===== src/rtl/parking_gate_ctrl.sv =====
// parking_gate_ctrl: decodes two-beam gate sensors into entry/exit count ticks with saturating occupancy.
// Define PARK_SYNC_EN to pass the sensors through 2-flop synchronizers (adds 2 cycles of latency).
module parking_gate_ctrl #(
  parameter int CAPACITY = 9999,
  parameter int CNT_W    = 14
) (
  input  logic             clk_i,
  input  logic             rst_ni,
  input  logic             sensor_a_i,
  input  logic             sensor_b_i,
  output logic             tick_o,
  output logic             sign_o,
  output logic [CNT_W-1:0] occupancy_o,
  output logic             full_o,
  output logic             empty_o,
  output logic             reject_o,
  output logic             error_o
);
  typedef enum logic [2:0] {IDLE, ENT_A, ENT_AB, ENT_B, EXT_B, EXT_AB, EXT_A, ERROR} state_e;
  localparam logic [CNT_W-1:0] CAP = CNT_W'(CAPACITY);
  state_e           state_q, state_d;
  logic [1:0]       ab;
  logic             tick_q, tick_d, sign_q, sign_d, reject_q, reject_d, ent_ev, ext_ev;
  logic [CNT_W-1:0] occ_q, occ_d;
`ifdef PARK_SYNC_EN
  logic [1:0] sync_a_q, sync_b_q;
  always_ff @(posedge clk_i or negedge rst_ni)
    if (!rst_ni) begin
      sync_a_q <= '0;
      sync_b_q <= '0;
    end else begin
      sync_a_q <= {sync_a_q[0], sensor_a_i};
      sync_b_q <= {sync_b_q[0], sensor_b_i};
    end
  assign ab = {sync_a_q[1], sync_b_q[1]};
`else
  assign ab = {sensor_a_i, sensor_b_i};
`endif
  // exit states mirror the entry states with the two beams swapped
  always_comb begin
    state_d = state_q;
    unique case (state_q)
      IDLE:    state_d = ab == 2'b10 ? ENT_A  : ab == 2'b01 ? EXT_B : ab == 2'b11 ? ERROR : IDLE;
      ENT_A:   state_d = ab == 2'b11 ? ENT_AB : ab == 2'b00 ? IDLE  : ab == 2'b01 ? ERROR : ENT_A;
      ENT_AB:  state_d = ab == 2'b01 ? ENT_B  : ab == 2'b10 ? ENT_A : ab == 2'b00 ? ERROR : ENT_AB;
      ENT_B:   state_d = ab == 2'b11 ? ENT_AB : ab == 2'b00 ? IDLE  : ab == 2'b10 ? ERROR : ENT_B;
      EXT_B:   state_d = ab == 2'b11 ? EXT_AB : ab == 2'b00 ? IDLE  : ab == 2'b10 ? ERROR : EXT_B;
      EXT_AB:  state_d = ab == 2'b10 ? EXT_A  : ab == 2'b01 ? EXT_B : ab == 2'b00 ? ERROR : EXT_AB;
      EXT_A:   state_d = ab == 2'b11 ? EXT_AB : ab == 2'b00 ? IDLE  : ab == 2'b01 ? ERROR : EXT_A;
      default: state_d = ab == 2'b00 ? IDLE   : ERROR;
    endcase
  end
  always_comb begin
    ent_ev   = state_q == ENT_B && ab == 2'b00;
    ext_ev   = state_q == EXT_A && ab == 2'b00;
    tick_d   = (ent_ev && occ_q < CAP) || (ext_ev && occ_q != '0);
    reject_d = (ent_ev || ext_ev) && !tick_d;
    sign_d   = tick_d ? ent_ev : sign_q;
    occ_d    = !tick_d ? occ_q : ent_ev ? occ_q + CNT_W'(1) : occ_q - CNT_W'(1);
  end
  always_ff @(posedge clk_i or negedge rst_ni)
    if (!rst_ni) begin
      state_q  <= IDLE;
      tick_q   <= 1'b0;
      sign_q   <= 1'b1;
      reject_q <= 1'b0;
      occ_q    <= '0;
    end else begin
      state_q  <= state_d;
      tick_q   <= tick_d;
      sign_q   <= sign_d;
      reject_q <= reject_d;
      occ_q    <= occ_d;
    end
  assign tick_o      = tick_q;
  assign sign_o      = sign_q;
  assign reject_o    = reject_q;
  assign occupancy_o = occ_q;
  assign full_o      = occ_q == CAP;
  assign empty_o     = occ_q == '0;
  assign error_o     = state_q == ERROR;
endmodule


===== config.mk =====
export PLATFORM = sky130hd
export DESIGN_NAME = parking_gate_ctrl
export DESIGN_NICKNAME = d
export VERILOG_FILES = /design/src/rtl/parking_gate_ctrl.sv
export SDC_FILE = /design/constraint.sdc
export NUM_CORES = 1
export LEC_CHECK = 0
export ABC_CLOCK_PERIOD_IN_PS = 3700
export CORE_MARGIN = 4
export CORE_UTILIZATION = 50
export DETAILED_ROUTE_END_ITERATION = 16
export PLACE_DENSITY = 0.74
export SKIP_LAST_GASP = 1
export SLEW_MARGIN = 20
export SYNTH_ARGS = -nofsm -noshare
export SYNTH_HDL_FRONTEND = slang
export SYNTH_SLANG_ARGS = --single-unit

===== constraint.sdc =====
create_clock -name clk_i -period 3.7 [get_ports clk_i]
set_clock_uncertainty 0.2 [all_clocks]
set_input_delay 0.74 -clock clk_i [delete_from_list [all_inputs] [get_ports clk_i]]
set_output_delay 0.74 -clock clk_i [all_outputs]
set_load 0.01 [all_outputs]

==> impl_metrics.json <==
{
  "drv_slew": 0,
  "slew_headroom_pct": 39.6,
  "critical_path.most_common_cell": "ha_1",
  "avgSynthCellArea_sq_um": 9.22,
  "numCtsBuffers": 3,
  "rsz0062_at_grt": "false",
  "hold_violations": 0,
  "max_freq_ghz": 0.297,
  "synth_commonest_cells": "a21oi_1 (19), dfrtp_1 (19), ha_1 (19)",
  "grt_pass1_wl_um": 7010,
  "ant_nets": 0,
  "regArea_sq_um": 502,
  "cts_buffer_depth": 2,
  "routed_wl_um": 4120,
  "clk_pin_slew_worst_paths_ns": 0.12,
  "coreArea_sq_um": 3420,
  "start_util_pct": 52.6,
  "status": "finished clean",
  "via_per_inst": 5.74,
  "setup_viol": 0,
  "cts_setup_buffers": 0,
  "p_per_area_nw_per_um2": 933,
  "htree_num_levels": 1,
  "hpwlAfterDp_um": 3300,
  "worstPathArrival_ns": 3.35,
  "synthArstFlopShare_pct": 100,
  "crit_path_top_delay_cell": "ha_1",
  "drtPass1Iterations": 4,
  "pwr-share-clk_pct": 6.5,
  "cts_tree": "yes",
  "post_drt_wl_per_cell_um": 15.2,
  "gp_congestion": 0.853,
  "yosysTopAreaCell": "dfrtp_1",
  "hold_path.class": "flip-flop to flip-flop",
  "grt_usage_pct": 19.8,
  "finalPower_w": 0.00201,
  "grt.overflow.total": 0,
  "drt_iter0_drc": 117,
  "cts_root_buf": "clkbuf_4",
  "ys_warn_count": 0,
  "synth_area_leaders": "dfrtp_1 (26%), ha_1 (13%), a21oi_1 (5.3%)",
  "antenna_found_initial": 0,
  "ys.flop_type": "dfrtp_1",
  "timing.final.crit_share_pct": 90.9,
  "nets": 250,
  "combinationalPowerShare_pct": 67.9,
  "yosysTopAreaCellShare_pct": 26.4,
  "internal_power_w": 0.00104,
  "synth.net_count": 219,
  "maxCapViolCount": 0,
  "grt_max_degree": 21,
  "ir_drop_mv": 0.407,
  "crit_path_max_fanout": 14,
  "tns_ns": 0,
  "worstPathRequired_ns": 3.69,
  "area_growth_pct": 19.8,
  "num_antenna_cells": 0,
  "end_kind": "flip-flop",
  "ctsResizeCount": 0,
  "drive_above_1_share_pct": 16.0,
  "netSwitchingFraction_pct": 48.1,
  "p_seq_share_pct": 25.6,
  "grt_pass1_vias": 1515,
  "leakagePower_nw": 0.920,
  "ios": 24,
  "row_count": 21,
  "vias": 1555,
  "die_area_sq_um": 4620,
  "drc": 0,
  "p_sw_w": 0.000967,
  "cts_hold_buf": 0,
  "cp-start-kind": "input port",
  "crit_type": "input port to flip-flop",
  "portBuffers": 23,
  "cts_sinks": 20,
  "fin_crit_ns": 3.36,
  "worstMarginPinSlew_ns": 0.904,
  "multi_input_area_sq_um": 1200,
  "max_stage_delay_ns": 0.45,
  "worstPathCellList": "clkdlybuf4s50_1 > inv_1 > ha_1 > nand4b_4 > ha_1 > nor2b_4 > o31ai_2 > a21oi_2 > a41oi_2 > xnor2_1 > mux2_4",
  "synth-seq-cells": 20,
  "clock_latency_ns": 0.30,
  "ys_seq_area_share_pct": 27.9,
  "synthCells": 195,
  "die_h_um": 68.0,
  "fp.dieW_um": 68.0,
  "syn-cell-area_sq_um": 1800,
  "fillers": 279,
  "synth-edff-count": 0,
  "yosysUniqueCellTypes": 57
}
## power by group through the flow
stage	Clock, W	Combinational (W)	Sequential, W
after detailed placement	0	0.00136	0.000519
after global routing	0.000142	0.00150	0.000539
after global placement	0	0.00131	0.000509
after CTS	0.000135	0.00136	0.000515
final	0.000130	0.00137	0.000515
after floorplan	0	0.000988	0.000475
## layout make-up
class                           instances  area share (%)
Multi-Input combinational cell        152            55.6
Sequential cell                        20            23.3
Timing Repair Buffer                   32            13.8
Inverter                               17            2.96
Tap cell                               46            2.67
Clock buffer                            4            1.68
## metal layers
metal  GRT usage, %  up-vias  share of wire [%]
met5              0        -                  0
met4           4.22        0                1.2
met3           2.30        6                4.1
met2           32.0       37                 47
met1           28.3      737                 47
li1               -      775                  -
## stage by stage
step | worst slack [ns] | area (sq um) | hold slack, ns | std cells | util [%]
final | 0.337 | 2150 | 0.298 | 271 | 63.1
after global routing | 0.185 | 2150 | 0.321 | 271 | 63.1
after CTS | 0.350 | 2150 | 0.301 | 271 | 63.1
after detailed placement | 0.0356 | 2120 | 0.284 | 267 | 62.0
after global placement | 0.107 | 2120 | 0.278 | 267 | 62.0
after floorplan | 0.638 | 1800 | 0.244 | 195 | -
## layout by cell type (no fill, tap or decap), types with 2 or more instances in the layout
cell type / count
a21oi_1: 19
clkbuf_4: 3
xnor2_1: 7
o21ai_0: 13
inv_1: 17
nor4_1: 3
nor2_1: 17
ha_1: 19
nor3_1: 4
buf_4: 9
nand2_1: 10
or2_1: 2
a21oi_2: 3
o22ai_1: 4
nand4_1: 2
xor2_1: 2
nand3_1: 2
mux2i_1: 2
and3_1: 2
o21a_1: 2
mux2_2: 2
dfrtp_1: 19
clkdlybuf4s50_1: 23
a221o_1: 2
a21o_1: 4
## final timing paths
path	startpoint	to	cells past startpoint	slack, ns
setup / recovery	sensor_a_i	occupancy_o[10]	11	0.34
hold / removal	sign_o	sign_o	2	0.30
setup reg to reg	state_q[1]	occupancy_o[10]	8	0.80
hold reg to reg	sign_o	sign_o	2	0.30
max in group asynchronous	rst_ni	occupancy_o[13]	1	2.01
min in group asynchronous	rst_ni	occupancy_o[2]	1	0.74
## registers in the layout, summed over array words and instances (netlist names)
register and cells:
sign_o 1, reject_o 1, tick_o 1, state_q 3, occupancy_o 14
## worst max-delay path, delay by kind of cell
kind                       cells  cell delay [ns]
AOI/OAI and AO/OA              3             0.66
adders and majority gates      2             0.67
muxes                          1             0.25
xor gates and xnor gates       1             0.08
and+or+nand+nor                2             0.42
buffers and inverters          2             0.52
## kinds of logic (layout without fill, tap and decap cells)
logic type,after synthesis,after routing,share of synthesized area (%)
mux,5,5,3.20
fa+ha+maj,20,20,14.3
buf+inv,23,53,5.50
flops,20,20,27.9
xor+xnor,9,9,4.38
compound gates,67,67,27.5
simple gates,51,51,17.2
(Power assumes the default switching activity.)
